==> src/rtl/fft_ring_node_if.sv <==
// Handshake bundle for one FFT ring stop: upstream/downstream ring links,
// local injection port, local ejection port and the two event pulses.
interface fft_ring_node_if #(
    parameter int ID_W      = 8,
    parameter int PT_W      = 32,
    parameter int NUM_NODES = 8
);
    localparam int HOP_W = $clog2(NUM_NODES + 1);
    localparam int MSG_W = 2 * ID_W + PT_W + 1 + HOP_W;

    logic             ring_in_valid;
    logic             ring_in_ready;
    logic [MSG_W-1:0] ring_in_msg;
    logic             ring_out_valid;
    logic             ring_out_ready;
    logic [MSG_W-1:0] ring_out_msg;
    logic             inj_valid;
    logic             inj_ready;
    logic [ID_W-1:0]  inj_dst;
    logic [PT_W-1:0]  inj_fft_pt;
    logic             inj_type;
    logic             ej_valid;
    logic             ej_ready;
    logic [ID_W-1:0]  ej_src;
    logic [PT_W-1:0]  ej_fft_pt;
    logic             ej_type;
    logic             err_drop;
    logic             mdest_done;

    modport slave (
        input  ring_in_valid, ring_in_msg, ring_out_ready,
        input  inj_valid, inj_dst, inj_fft_pt, inj_type, ej_ready,
        output ring_in_ready, ring_out_valid, ring_out_msg, inj_ready,
        output ej_valid, ej_src, ej_fft_pt, ej_type, err_drop, mdest_done
    );

    modport master (
        output ring_in_valid, ring_in_msg, ring_out_ready,
        output inj_valid, inj_dst, inj_fft_pt, inj_type, ej_ready,
        input  ring_in_ready, ring_out_valid, ring_out_msg, inj_ready,
        input  ej_valid, ej_src, ej_fft_pt, ej_type, err_drop, mdest_done
    );
endinterface

==> src/rtl/fft_ring_node.sv <==
// FFT ring stop: classifies upstream messages (eject / forward / absorb / drop),
// injects local traffic from a small FIFO with starvation-forced slots.
module fft_ring_node #(
    parameter int NUM_NODES    = 8,
    parameter int NODE_ID      = 0,
    parameter int ID_W         = 8,
    parameter int PT_W         = 32,
    parameter int INJ_DEPTH    = 4,
    parameter int STARVE_LIMIT = 8
) (
    input  logic           clk,
    input  logic           rst,
    fft_ring_node_if.slave bus
);
    localparam int HOP_W  = $clog2(NUM_NODES + 1);
    localparam int MSG_W  = 2 * ID_W + PT_W + 1 + HOP_W;
    localparam int PTR_W  = $clog2(INJ_DEPTH);
    localparam int CNT_W  = $clog2(STARVE_LIMIT + 1);
    localparam int FIFO_W = ID_W + PT_W + 1;
    localparam logic [ID_W-1:0]  MY_ID     = ID_W'(NODE_ID);
    localparam logic [HOP_W-1:0] HOP_MAX   = HOP_W'(NUM_NODES);
    localparam logic [CNT_W-1:0] STARVE_TC = CNT_W'(STARVE_LIMIT);

    logic [ID_W-1:0]  in_src, in_dst;
    logic [PT_W-1:0]  in_pt;
    logic             in_type;
    logic [HOP_W-1:0] in_hop, hop_inc;

    logic act_eject, act_absorb, act_ejfwd, act_drop, act_fwd;
    logic ro_can, ej_can, forced, slots_ok, in_ready, in_fire, claim_fire;

    logic [FIFO_W-1:0] fifo_mem [INJ_DEPTH];
    logic [PTR_W:0]    wr_ptr, rd_ptr;
    logic              fifo_empty, fifo_full, push, inj_fire;
    logic [ID_W-1:0]   h_dst;
    logic [PT_W-1:0]   h_pt;
    logic              h_type;
    logic [MSG_W-1:0]  inj_msg;
    logic [CNT_W-1:0]  starve_cnt;

    logic             ro_valid, ej_valid_q, ej_type_q, drop_q, done_q;
    logic [MSG_W-1:0] ro_msg;
    logic [ID_W-1:0]  ej_src_q;
    logic [PT_W-1:0]  ej_pt_q;

    assign {in_src, in_dst, in_pt, in_type, in_hop} = bus.ring_in_msg;
    assign hop_inc = (in_hop >= HOP_MAX) ? HOP_MAX : in_hop + HOP_W'(1);

    always_comb begin
        act_eject  = !in_type && (in_dst == MY_ID);
        act_absorb =  in_type && (in_src == MY_ID);
        act_ejfwd  =  in_type && (in_src != MY_ID);
        act_drop   = !in_type && (in_dst != MY_ID) && (in_hop >= HOP_MAX);
        act_fwd    = !in_type && (in_dst != MY_ID) && (in_hop <  HOP_MAX);
    end

    assign ro_can   = !ro_valid   || bus.ring_out_ready;
    assign ej_can   = !ej_valid_q || bus.ej_ready;
    assign forced   = (starve_cnt == STARVE_TC);
    assign slots_ok = (act_eject && ej_can) || act_absorb || act_drop
                    || (act_ejfwd && ej_can && ro_can) || (act_fwd && ro_can);
    assign in_ready   = slots_ok && !forced;
    assign in_fire    = bus.ring_in_valid && in_ready;
    assign claim_fire = in_fire && (act_fwd || act_ejfwd);

    // Pointers carry one extra wrap bit so full and empty are distinguishable.
    assign fifo_empty = (wr_ptr == rd_ptr);
    assign fifo_full  = (wr_ptr[PTR_W] != rd_ptr[PTR_W])
                     && (wr_ptr[PTR_W-1:0] == rd_ptr[PTR_W-1:0]);
    assign push       = bus.inj_valid && !fifo_full && !rst;
    assign inj_fire   = !fifo_empty && ro_can && !claim_fire;

    assign {h_dst, h_pt, h_type} = fifo_mem[rd_ptr[PTR_W-1:0]];
    assign inj_msg = {MY_ID, (h_type ? MY_ID : h_dst), h_pt, h_type, HOP_W'(1)};

    always_ff @(posedge clk) begin
        if (push) fifo_mem[wr_ptr[PTR_W-1:0]] <= {bus.inj_dst, bus.inj_fft_pt, bus.inj_type};
    end

    always_ff @(posedge clk) begin
        if (rst) begin
            wr_ptr     <= '0;
            rd_ptr     <= '0;
            starve_cnt <= '0;
            ro_valid   <= 1'b0;
            ro_msg     <= '0;
            ej_valid_q <= 1'b0;
            ej_src_q   <= '0;
            ej_pt_q    <= '0;
            ej_type_q  <= 1'b0;
            drop_q     <= 1'b0;
            done_q     <= 1'b0;
        end else begin
            if (push)     wr_ptr <= wr_ptr + (PTR_W + 1)'(1);
            if (inj_fire) rd_ptr <= rd_ptr + (PTR_W + 1)'(1);

            if (inj_fire)
                starve_cnt <= '0;
            else if (!fifo_empty && claim_fire && !forced)
                starve_cnt <= starve_cnt + CNT_W'(1);

            if (claim_fire) begin
                ro_valid <= 1'b1;
                ro_msg   <= {in_src, in_dst, in_pt, in_type, hop_inc};
            end else if (inj_fire) begin
                ro_valid <= 1'b1;
                ro_msg   <= inj_msg;
            end else if (bus.ring_out_ready) begin
                ro_valid <= 1'b0;
            end

            if (in_fire && (act_eject || act_ejfwd)) begin
                ej_valid_q <= 1'b1;
                ej_src_q   <= in_src;
                ej_pt_q    <= in_pt;
                ej_type_q  <= in_type;
            end else if (bus.ej_ready) begin
                ej_valid_q <= 1'b0;
            end

            drop_q <= in_fire && act_drop;
            done_q <= in_fire && act_absorb;
        end
    end

    assign bus.ring_in_ready  = in_ready;
    assign bus.ring_out_valid = ro_valid;
    assign bus.ring_out_msg   = ro_msg;
    assign bus.inj_ready      = !fifo_full && !rst;
    assign bus.ej_valid       = ej_valid_q;
    assign bus.ej_src         = ej_src_q;
    assign bus.ej_fft_pt      = ej_pt_q;
    assign bus.ej_type        = ej_type_q;
    assign bus.err_drop       = drop_q;
    assign bus.mdest_done     = done_q;
endmodule

==> src/flat_wrapper.sv <==
// flat-port wrapper written by rule: the top's interface ports become plain ports
module fft_ring_node_flat 
#(
    parameter int NUM_NODES    = 8,
    parameter int NODE_ID      = 0,
    parameter int ID_W         = 8,
    parameter int PT_W         = 32,
    parameter int INJ_DEPTH    = 4,
    parameter int STARVE_LIMIT = 8
)
  (clk, rst, bus_ring_in_valid, bus_ring_in_msg, bus_ring_out_ready, bus_inj_valid, bus_inj_dst, bus_inj_fft_pt, bus_inj_type, bus_ej_ready, bus_ring_in_ready, bus_ring_out_valid, bus_ring_out_msg, bus_inj_ready, bus_ej_valid, bus_ej_src, bus_ej_fft_pt, bus_ej_type, bus_err_drop, bus_mdest_done);
  fft_ring_node_if #(.ID_W(ID_W), .PT_W(PT_W), .NUM_NODES(NUM_NODES)) bus_i ();
  input  logic clk;
  input  logic rst;
  input wire logic [$bits(bus_i.ring_in_valid)-1:0] bus_ring_in_valid;
  input wire logic [$bits(bus_i.ring_in_msg)-1:0] bus_ring_in_msg;
  input wire logic [$bits(bus_i.ring_out_ready)-1:0] bus_ring_out_ready;
  input wire logic [$bits(bus_i.inj_valid)-1:0] bus_inj_valid;
  input wire logic [$bits(bus_i.inj_dst)-1:0] bus_inj_dst;
  input wire logic [$bits(bus_i.inj_fft_pt)-1:0] bus_inj_fft_pt;
  input wire logic [$bits(bus_i.inj_type)-1:0] bus_inj_type;
  input wire logic [$bits(bus_i.ej_ready)-1:0] bus_ej_ready;
  output wire logic [$bits(bus_i.ring_in_ready)-1:0] bus_ring_in_ready;
  output wire logic [$bits(bus_i.ring_out_valid)-1:0] bus_ring_out_valid;
  output wire logic [$bits(bus_i.ring_out_msg)-1:0] bus_ring_out_msg;
  output wire logic [$bits(bus_i.inj_ready)-1:0] bus_inj_ready;
  output wire logic [$bits(bus_i.ej_valid)-1:0] bus_ej_valid;
  output wire logic [$bits(bus_i.ej_src)-1:0] bus_ej_src;
  output wire logic [$bits(bus_i.ej_fft_pt)-1:0] bus_ej_fft_pt;
  output wire logic [$bits(bus_i.ej_type)-1:0] bus_ej_type;
  output wire logic [$bits(bus_i.err_drop)-1:0] bus_err_drop;
  output wire logic [$bits(bus_i.mdest_done)-1:0] bus_mdest_done;
  assign bus_i.ring_in_valid = bus_ring_in_valid;
  assign bus_i.ring_in_msg = bus_ring_in_msg;
  assign bus_i.ring_out_ready = bus_ring_out_ready;
  assign bus_i.inj_valid = bus_inj_valid;
  assign bus_i.inj_dst = bus_inj_dst;
  assign bus_i.inj_fft_pt = bus_inj_fft_pt;
  assign bus_i.inj_type = bus_inj_type;
  assign bus_i.ej_ready = bus_ej_ready;
  assign bus_ring_in_ready = bus_i.ring_in_ready;
  assign bus_ring_out_valid = bus_i.ring_out_valid;
  assign bus_ring_out_msg = bus_i.ring_out_msg;
  assign bus_inj_ready = bus_i.inj_ready;
  assign bus_ej_valid = bus_i.ej_valid;
  assign bus_ej_src = bus_i.ej_src;
  assign bus_ej_fft_pt = bus_i.ej_fft_pt;
  assign bus_ej_type = bus_i.ej_type;
  assign bus_err_drop = bus_i.err_drop;
  assign bus_mdest_done = bus_i.mdest_done;
  fft_ring_node #(.NUM_NODES(NUM_NODES), .NODE_ID(NODE_ID), .ID_W(ID_W), .PT_W(PT_W), .INJ_DEPTH(INJ_DEPTH), .STARVE_LIMIT(STARVE_LIMIT)) u_core (.clk(clk), .rst(rst), .bus(bus_i));
endmodule
==> config.mk <==
export PLATFORM = sky130hd
export DESIGN_NAME = fft_ring_node_flat
export DESIGN_NICKNAME = d
export VERILOG_FILES = /design/src/rtl/fft_ring_node_if.sv /design/src/rtl/fft_ring_node.sv /design/src/flat_wrapper.sv
export SDC_FILE = /design/constraint.sdc
export NUM_CORES = 1
export LEC_CHECK = 0
export ABC_CLOCK_PERIOD_IN_PS = 2200
export CORE_ASPECT_RATIO = 1.1
export CORE_UTILIZATION = 49
export CTS_BUF_LIST = sky130_fd_sc_hd__clkbuf_8
export DETAILED_ROUTE_END_ITERATION = 10
export PLACE_DENSITY = 0.89
export SLEW_MARGIN = 20
export SYNTH_ARGS = -nofsm -noshare
export SYNTH_HDL_FRONTEND = slang
export SYNTH_SLANG_ARGS = --single-unit
export TNS_END_PERCENT = 30
==> constraint.sdc <==
create_clock -name clk -period 2.2 [get_ports clk]
set_input_delay 0.55 -clock clk [delete_from_list [all_inputs] [get_ports clk]]
set_output_delay 0.55 -clock clk [all_outputs]
set_load 0.005 [all_outputs]
# After elaboration in Yosys (flattened, before gate mapping)
# Memories as Yosys holds them, arrays and structs flattened. A register that Yosys moved wholly into a read port is not among the register bits.
# Index checks and enable logic that the tools add are counted.
[word_totals]
out_inout_bits = 100
word_cells = 83
ff_bits = 108
ram_bits = 164
memories = 1
[classes]
reduce_logical = 48
n_eq_ne = 4
n_lt_le_gt_ge = 2
n_addsub = 4
n_mux = 13
[memory_table]
columns = ["memory", "depth", "width", "read_ports", "rd_ports_with_merged_regs", "write_ports", "line_no", "text"]
rows = [
  ["u_core.fifo_mem", 4, 41, 1, 1, 1, "fft_ring_node.sv:32", "logic [FIFO_W-1:0] fifo_mem [INJ_DEPTH];"],
]
[ops]
columns = ["cell", "count"]
rows = [
  ["2-to-1 mux 53 bit", 2],
  ["logical AND 1 bit", 24],
  ["logical NOT 8 bit", 2],
  ["nonzero test 8 bit", 2],
  ["adder 4 x 1 -> 4 bit, second input constant", 2],
  ["logical NOT 1 bit", 8],
  ["logical OR 1 bit", 8],
  ["2-to-1 mux 8 bit", 1],
  ["2-to-1 mux 1 bit", 7],
  ["adder 3 x 1 -> 3 bit, second input constant", 2],
  ["== test 4 bit, second input constant", 1],
  [">= comparator 4 bit, second input constant", 1],
  ["< comparator 4 bit, second input constant", 1],
  ["2-to-1 mux 2 bit", 2],
  ["2-to-1 mux 4 bit", 1],
  ["nonzero test 2 bit", 2],
  ["== test 3 bit", 1],
  ["nonzero test 3 bit", 1],
  ["== test 2 bit", 1],
  ["OR reduction 2 bit", 1],
  ["inequality test 1 bit", 1],
]

# Longest topological paths before layout
# Gate-level depths: netlist of run 1.
[depth]
ltp_word = 14
mapped_depth = 10

# Worst setup path before layout of run 1
# No wires, ideal clock.
[synth_timing]
path_kind = "input to register"
from = "input port rst"
to = "memory u_core.fifo_mem[3][0] (netlist bit) (enable)"
required_ns = 1.796
setup_ns = 0.404
t_arrival_ns = 1.895
setup_slack_ns = -0.099
cell_stages = 3
n_path_buf = 0
cell_sequence = "inv_1 > o21a_1 > and3_1"
[synth_between]
elab_chain_len = 4
[synth_lines]
columns = ["item", "line_no", "text"]
rows = [
  ["from (decl)", "flat_wrapper.sv:14", "input logic rst;"],
  ["logical NOT 1 bit", "fft_ring_node.sv:70", "assign push = bus.inj_valid && !fifo_full && !rst;"],
  ["logical AND 1 bit", "fft_ring_node.sv:70", ""],
  ["2-to-1 mux 1 bit", "fft_ring_node.sv:77", "if (push) fifo_mem[wr_ptr[PTR_W-1:0]] <= {bus.inj_dst, bus.inj_fft_pt, bus.inj_type};"],
  ["2-to-1 mux 1 bit (implied by the code)", "fft_ring_node.sv:77", ""],
  ["to (decl)", "fft_ring_node.sv:32", ""],
]
# No other way between the ends.

# Worst setup path in the final report of run 1
[layout_timing]
from = "input port bus_ring_in_msg[49]"
to = "output port bus_ring_in_ready"
[layout_between]
elab_chain_len = 7
[layout_lines]
columns = ["item", "line_no", "text"]
rows = [
  ["from (decl)", "flat_wrapper.sv:16", "input wire logic [$bits(bus_i.ring_in_msg)-1:0] bus_ring_in_msg;"],
  ["logical NOT 8 bit / nonzero test 8 bit (equally long branches)", "fft_ring_node.sv:51, fft_ring_node.sv:52", ""],
  ["logical AND 1 bit (on tied branches)", "fft_ring_node.sv:51, fft_ring_node.sv:52", ""],
  ["logical OR 1 bit / logical AND 1 bit (equally long branches) (2 in a row)", "fft_ring_node.sv:60, fft_ring_node.sv:61", ""],
  ["logical OR 1 bit (*) (2 in a row)", "fft_ring_node.sv:61", "|| (act_ejfwd && ej_can && ro_can) || (act_fwd && ro_can);"],
  ["logical AND 1 bit (*)", "fft_ring_node.sv:62", "assign in_ready = slots_ok && !forced;"],
  ["to (decl)", "flat_wrapper.sv:23", "output wire logic [$bits(bus_i.ring_in_ready)-1:0] bus_ring_in_ready;"],
]
# Every way passes the cells marked *; elsewhere a longest branch is shown, timed or not.

==> results.py, run 1 <==
metrics = {
    "sta": {
        "final-setup-viol-count": 1,
        "drv_slew": 0,
        "max_clock_freq_mhz": 425.3,
        "slew-limit-headroom_pct": 41.84,
        "post-route-period-util_pct": 106.9,
        "fin_skew_ns": 0.02249,
        "layout_setup_ws_ns": -0.1511,
        "rsz0062_at_grt": "true",
        "min_period_ns": 2.351,
        "tightest_slew_ns": 0.8724,
        "hold_viol": 0,
    },
    "final_layout": {
        "ff_latch_area_um2": 7141,
        "fin_util_pct": 67.59,
        "drive_gt1_share_pct": 24.34,
        "multi_input_area_um2": 3742,
        "num-fill-cells": 1450,
        "fin_nets": 1130,
        "areaGrowthSynthToFinish_pct": 35.47,
    },
    "placed_design": {
        "io_buffers": 199,
        "place.gp.congestion": 0.8797,
        "post-dp-hpwl_um": 18560,
    },
    "clock_network": {
        "ctsHtreeMaxLevel": 2,
        "cts.path.max_buffers": 3,
        "clock-sinks": 274,
        "clk_latency_ns": 0.55,
        "cts-root-buf": "clkbuf_8",
        "cts_tree": "built",
        "cts_buffers": 43,
        "clk_pin_slew_ns": 0.07,
    },
    "setup_path": {
        "cp_slowest_cell": "nor4_4",
        "worstPathBufferInverterCount": 3,
        "crit_cells": 8,
        "crit_fanout": 3,
        "cp.required_ns": 1.65,
        "r2r_cells": 10,
        "slowest_delay_ns": 0.26,
        "cp_data_arrival_time_ns": 1.80,
        "critPathLaunchType": "input pin",
        "path_cells": "buf_2, nor4_4, buf_4, a21boi_2, a21o_1, a21oi_2, nor2b_2, buf_2",
        "cp_top_family": "compound AO/OA/AOI/OAI gates",
        "critPathKind": "input pin to primary output",
        "end_kind": "primary output",
        "crit_path_frequent_cell": "buf_2",
    },
    "synth": {
        "synth_area_leaders": "edfxtp_1, dfxtp_1, mux4_2",
        "synth_cell_types": 53,
        "synth_compound_area_share_pct": 8.325,
        "yosys.area.top_type": "edfxtp_1",
        "synthXorXnorAreaFrac_pct": 0.4764,
        "synth_most_common_cell": "edfxtp_1",
        "postSynthAreaPerCell_um2": 14.53,
        "ys_seq_area_share_pct": 64.60,
        "yosys.area_share.simple_pct": 8.200,
        "syn_inst": 759,
        "yosys_most_used_dff": "edfxtp_1",
        "ys_seq_elements": 274,
        "netlist.area_leader.share_pct": 44.64,
        "synth_nets": 868,
        "synth_edf_count": 164,
        "synth_adder_area_share_pct": 1.021,
        "yosys-top-cells-count": "edfxtp_1, dfxtp_1, nand2_1",
        "synthMuxAreaShare_pct": 14.39,
        "synth_top_family_by_area": "multiplexers",
        "syn-cell-area_um2": 11030,
        "yosysWarnings": 0,
        "async_flop_share_pct": 0,
    },
    "floorplan": {
        "fp.dieArea_um2": 23120,
        "start_util_pct": 49.90,
        "die_y_um": 159.4,
        "coreArea_um2": 22110,
        "ios": 200,
        "rows": 57,
        "die_w_um": 145.1,
    },
    "hold_path": {
        "hold_depth": 3,
        "hold_path_class": "input pin to flop",
    },
    "route": {
        "routed_wl_um": 28710,
        "firstDrtPassIters": 5,
        "ant_nets": 0,
        "drc_errors": 0,
        "via_per_inst": 5.789,
        "wl_per_cell_um": 21.24,
        "vias": 7827,
        "drt-initial-drc-count": 581,
    },
    "grt": {
        "grt-ovfl-total": 0,
        "grt_pass1_vias": 8063,
        "grt_pass1_wl_um": 44350,
        "track_usage_pct": 24.48,
        "grt_max_degree": 84,
        "antenna_found_initial": 3,
    },
    "run_status": {
        "status": "finished with violations",
        "failed_checks": "negative setup slack",
    },
    "pwr": {
        "powerDensity_nw_per_um2": 955.4,
        "finalPower_w": 0.01428,
        "p_leak_nw": 5.389,
        "peakVddDrop_v": 0.0004544,
    },
    "flow_run": {
        "cap_viol_max_count": 0,
    },
}
==> registers in the layout (all words and copies together), names as in the netlist, 3 cells and up, named ones only <==
name,count
u_core.bus.ej_fft_pt,32
u_core.bus.ej_src,8
u_core.bus.ring_out_msg,53
u_core.fifo_mem,164
u_core.rd_ptr,3
u_core.starve_cnt,4
u_core.wr_ptr,3
==> worst reg2reg max path: stages (launching register included) <==
cell      delay [ns]
dfxtp_1         0.37
inv_1           0.06
ha_1            0.18
nand3b_1        0.22
nand2_2         0.14
a21oi_4         0.20
a22oi_4         0.08
buf_12          0.15
buf_4           0.18
o31ai_1         0.30
a21oi_1         0.14
==> cells by family (layout without fill, tap and decap cells) <==
logic type | Yosys count | count (layout)
DFF | 274 | 274
AOI/OAI and AO/OA | 114 | 114
adders and majority gates | 9 | 9
xor gates and xnor gates | 6 | 6
and+or+nand+nor | 180 | 180
muxes | 107 | 107
buffers and inverters | 69 | 366
other | 0 | 1
==> cell usage in the layout (no fill, tap or decap), drive strengths merged, types with 2 or more instances in the layout <==
cell and n:
nor2b 5, clkdlybuf4s50 177, o2111ai 2, and3 6
and2 2, a21oi 19, nand3 6, o21ai 12
clkbuf 56, a211oi 34, a22oi 9, dlygate4sd2 3
nor3 43, a31oi 3, buf 93, o31ai 15
nor2 8, mux4 41, o22ai 2, clkinv 6
nand2b 2, mux2i 63, nor4 7, ha 9
nand4 23, a41o 8, xnor2 5, a21o 2
nand2 76, inv 29, o21a 2, edfxtp 164
dfxtp 110, o41ai 2, mux2 3
==> final timing paths <==
check	start	endpoint	slack [ns]
setup reg to reg	u_core.starve_cnt[1]$_SDFFE_PP0P_	u_core.bus.ej_fft_pt[5]$_SDFFE_PP0P_	0.02
hold reg to reg	u_core.bus.ej_fft_pt[30]$_SDFFE_PP0P_	u_core.bus.ej_fft_pt[30]$_SDFFE_PP0P_	0.46
setup / recovery	bus_ring_in_msg[49]	bus_ring_in_ready	-0.15
hold / removal	bus_ring_in_msg[39]	u_core.bus.ring_out_msg[39]$_SDFFE_PP0P_	0.28
==> through the flow <==
stage / TNS (ns) / area, um2 / hold slack (ns) / instances / setup WS (ns)
global route: -0.4876 / 14940 / 0.2661 / 1352 / -0.1732
CTS: -0.08088 / 14830 / 0.2821 / 1348 / -0.08088
finish: -0.1511 / 14940 / 0.2791 / 1352 / -0.1511
floorplan: -5.463 / 11030 / 0.4511 / 759 / -0.06587
detailed placement: -66.86 / 13880 / 0.4506 / 1262 / -0.8688
global placement: -61.81 / 13880 / 0.4421 / 1262 / -0.8333
==> report_power, final <==
part / total [W] / switching (W) / internal [W]
registers: 0.00610 / 0.000233 / 0.00586
clock network: 0.00427 / 0.00196 / 0.00231
logic: 0.00392 / 0.00178 / 0.00213
total: 0.0143 / 0.00397 / 0.0103
==> layer usage <==
| metal | share of wire, % | wire (um) | track usage (%) |
|---|---|---|---|
| met5 | 0 | 0 | 0 |
| met4 | 4.9 | 1412 | 12.01 |
| met3 | 6.9 | 1988 | 4.928 |
| met2 | 49 | 14210 | 41.13 |
| met1 | 39 | 11100 | 30.28 |
==> layout make-up <==
cell class              instances  share of cell area [%]
flip-flops and latches        274                   47.78
multi-input cells             416                   25.04
repair buffers                276                   18.57
clock buffers                  53                   4.881
well taps                     295                   2.470
clock inverters                27                  0.9879
inverters                      10                  0.2512
diodes                          1                 0.01674
==> timing repair <==
action | CTS | global route
pin swaps | 11 | 9
setup buffers | 6 | 3
endpoints found under the setup margin | 100 | 96
hold buffers | 0 | 0
gates resized for setup | 91 | 32
Power figures use the tool's default switching activity.
==> run 2: changes to the inputs <==
Settings changed: SKIP_LAST_GASP set to 1.
==> results.py, run 2 (same netlist as run 1, synthesis figures left out) <==
metrics = {
    "run_status": {
        "status": "finished with violations",
        "failed_checks": "negative setup slack",
    },
    "setup_path": {
        "reg2reg_setup_slack_ns": 0.04,
        "end_kind": "primary output",
        "critPathLaunchType": "input pin",
        "cp_data_arrival_time_ns": 1.80,
        "critPathKind": "input pin to primary output",
        "cp.required_ns": 1.65,
        "crit_fanout": 3,
    },
    "placed_design": {
        "post-dp-hpwl_um": 18560,
        "place.gp.congestion": 0.8797,
        "io_buffers": 199,
    },
    "final_layout": {
        "most-common-layout-cells": "clkdlybuf4s50_1, edfxtp_1, dfxtp_1, nand2_1, mux2i_1",
        "drive_gt1_share_pct": 24.24,
        "layout_commonest_cell": "clkdlybuf4s50_1",
        "fin_util_pct": 67.62,
        "fin_nets": 1130,
        "areaGrowthSynthToFinish_pct": 35.51,
        "largest_register_ffs": 164,
    },
    "clock_network": {
        "ctsHtreeMaxLevel": 2,
        "cts-root-buf": "clkbuf_8",
        "cts_buffers": 43,
        "cts.path.max_buffers": 3,
        "clk_latency_ns": 0.55,
        "clock-sinks": 274,
        "clk_pin_slew_ns": 0.07,
        "cts_tree": "built",
    },
    "sta": {
        "min_period_ns": 2.349,
        "hold_viol": 0,
        "final-setup-viol-count": 1,
        "post-route-period-util_pct": 106.8,
        "drv_slew": 0,
        "slew-limit-headroom_pct": 41.88,
        "layout_setup_ws_ns": -0.1492,
        "max_clock_freq_mhz": 425.7,
        "tightest_slew_ns": 0.8719,
        "rsz0062_at_grt": "true",
        "fin_skew_ns": 0.02227,
        "setup-tns-final_ns": -0.1492,
    },
    "floorplan": {
        "die_y_um": 159.4,
        "rows": 57,
        "fp.dieArea_um2": 23120,
        "die_w_um": 145.1,
        "start_util_pct": 49.90,
        "coreArea_um2": 22110,
        "ios": 200,
    },
    "hold_path": {
        "hold_path_class": "input pin to flop",
    },
    "route": {
        "ant_nets": 0,
        "drc_errors": 0,
        "via_per_inst": 5.802,
        "routed_wl_um": 28680,
        "wl_per_cell_um": 21.21,
        "vias": 7844,
        "drt-initial-drc-count": 589,
        "firstDrtPassIters": 7,
    },
    "grt": {
        "grt_max_degree": 84,
        "grt-ovfl-total": 0,
        "grt_pass1_wl_um": 44350,
        "antenna_found_initial": 3,
        "grt_pass1_vias": 8063,
        "track_usage_pct": 24.48,
    },
    "pwr": {
        "peakVddDrop_v": 0.0004544,
        "powerDensity_nw_per_um2": 955.3,
        "p_leak_nw": 5.390,
    },
    "flow_run": {
        "cap_viol_max_count": 0,
    },
}
[run 2: changes by cell type in the layout (fill, tap and decap cells not counted)]
cell	change
clkdlybuf4s15_1	+1
clkbuf_2	-1
[run 2: path summary, 6_finish.rpt]
path	start	endpoint	cells after the start
worst max-delay path	bus_ring_in_msg[49]	bus_ring_in_ready	8
worst max register to register	u_core.starve_cnt[1]$_SDFFE_PP0P_	u_core.bus.ej_fft_pt[5]$_SDFFE_PP0P_	10
worst min-delay path	bus_ring_in_msg[39]	u_core.bus.ring_out_msg[39]$_SDFFE_PP0P_	3
worst min register to register	u_core.bus.ej_fft_pt[30]$_SDFFE_PP0P_	u_core.bus.ej_fft_pt[30]$_SDFFE_PP0P_	2
[run 2: final cells by class]
class,instances,area (um2)
Sequential cell,274,7141
Multi-Input combinational cell,416,3742
Antenna cell,1,2.502
Timing Repair Buffer,276,2780
Clock buffer,53,729.5
Tap cell,295,369.1
Inverter,10,37.54
Fill cell,1449,7159
Clock inverter,27,147.6
[run 2: what timing repair did]
action | 4_1_cts | 5_1_grt
resized for setup | 91 | 31
hold buffers | 0 | 0
endpoints found under the setup margin | 100 | 96
pin swaps | 11 | 8
setup buffers | 6 | 3
[run 2: critical path: stages]
cell,delay (ns)
buf_2,0.12
nor4_4,0.26
buf_4,0.18
a21boi_2,0.06
a21o_1,0.22
a21oi_2,0.20
nor2b_2,0.07
buf_2,0.13
[run 2: metrics by stage]
step                      instances  power, W  hold WS (ns)  worst slack, ns  instance area, um2
final                          1352   0.01428        0.2796          -0.1492               14950
after CTS                      1348   0.01431        0.2821         -0.08088               14830
after floorplan                 759  0.008267        0.4511         -0.06587               11030
after global routing           1352   0.01484        0.2661          -0.1732               14950
after global placement         1262  0.009907        0.4421          -0.8333               13880
after detailed placement       1262   0.01001        0.4506          -0.8688               13880
[run 2: power breakdown]
group	switching, W	internal (W)	leakage (nW)
combinational	0.00178	0.00213	2.48
clock	0.00196	0.00231	0.519
sequential	0.000233	0.00586	2.39
[run 2: per-layer routing]
| metal | share of wire, % | track usage [%] | vias up |
|---|---|---|---|
| li1 | - | - | 3488 |
| met1 | 39 | 30.28 | 3837 |
| met2 | 50 | 41.13 | 394 |
| met3 | 6.6 | 4.928 | 125 |
| met4 | 5.0 | 12.01 | 0 |
| met5 | 0 | 0 | - |
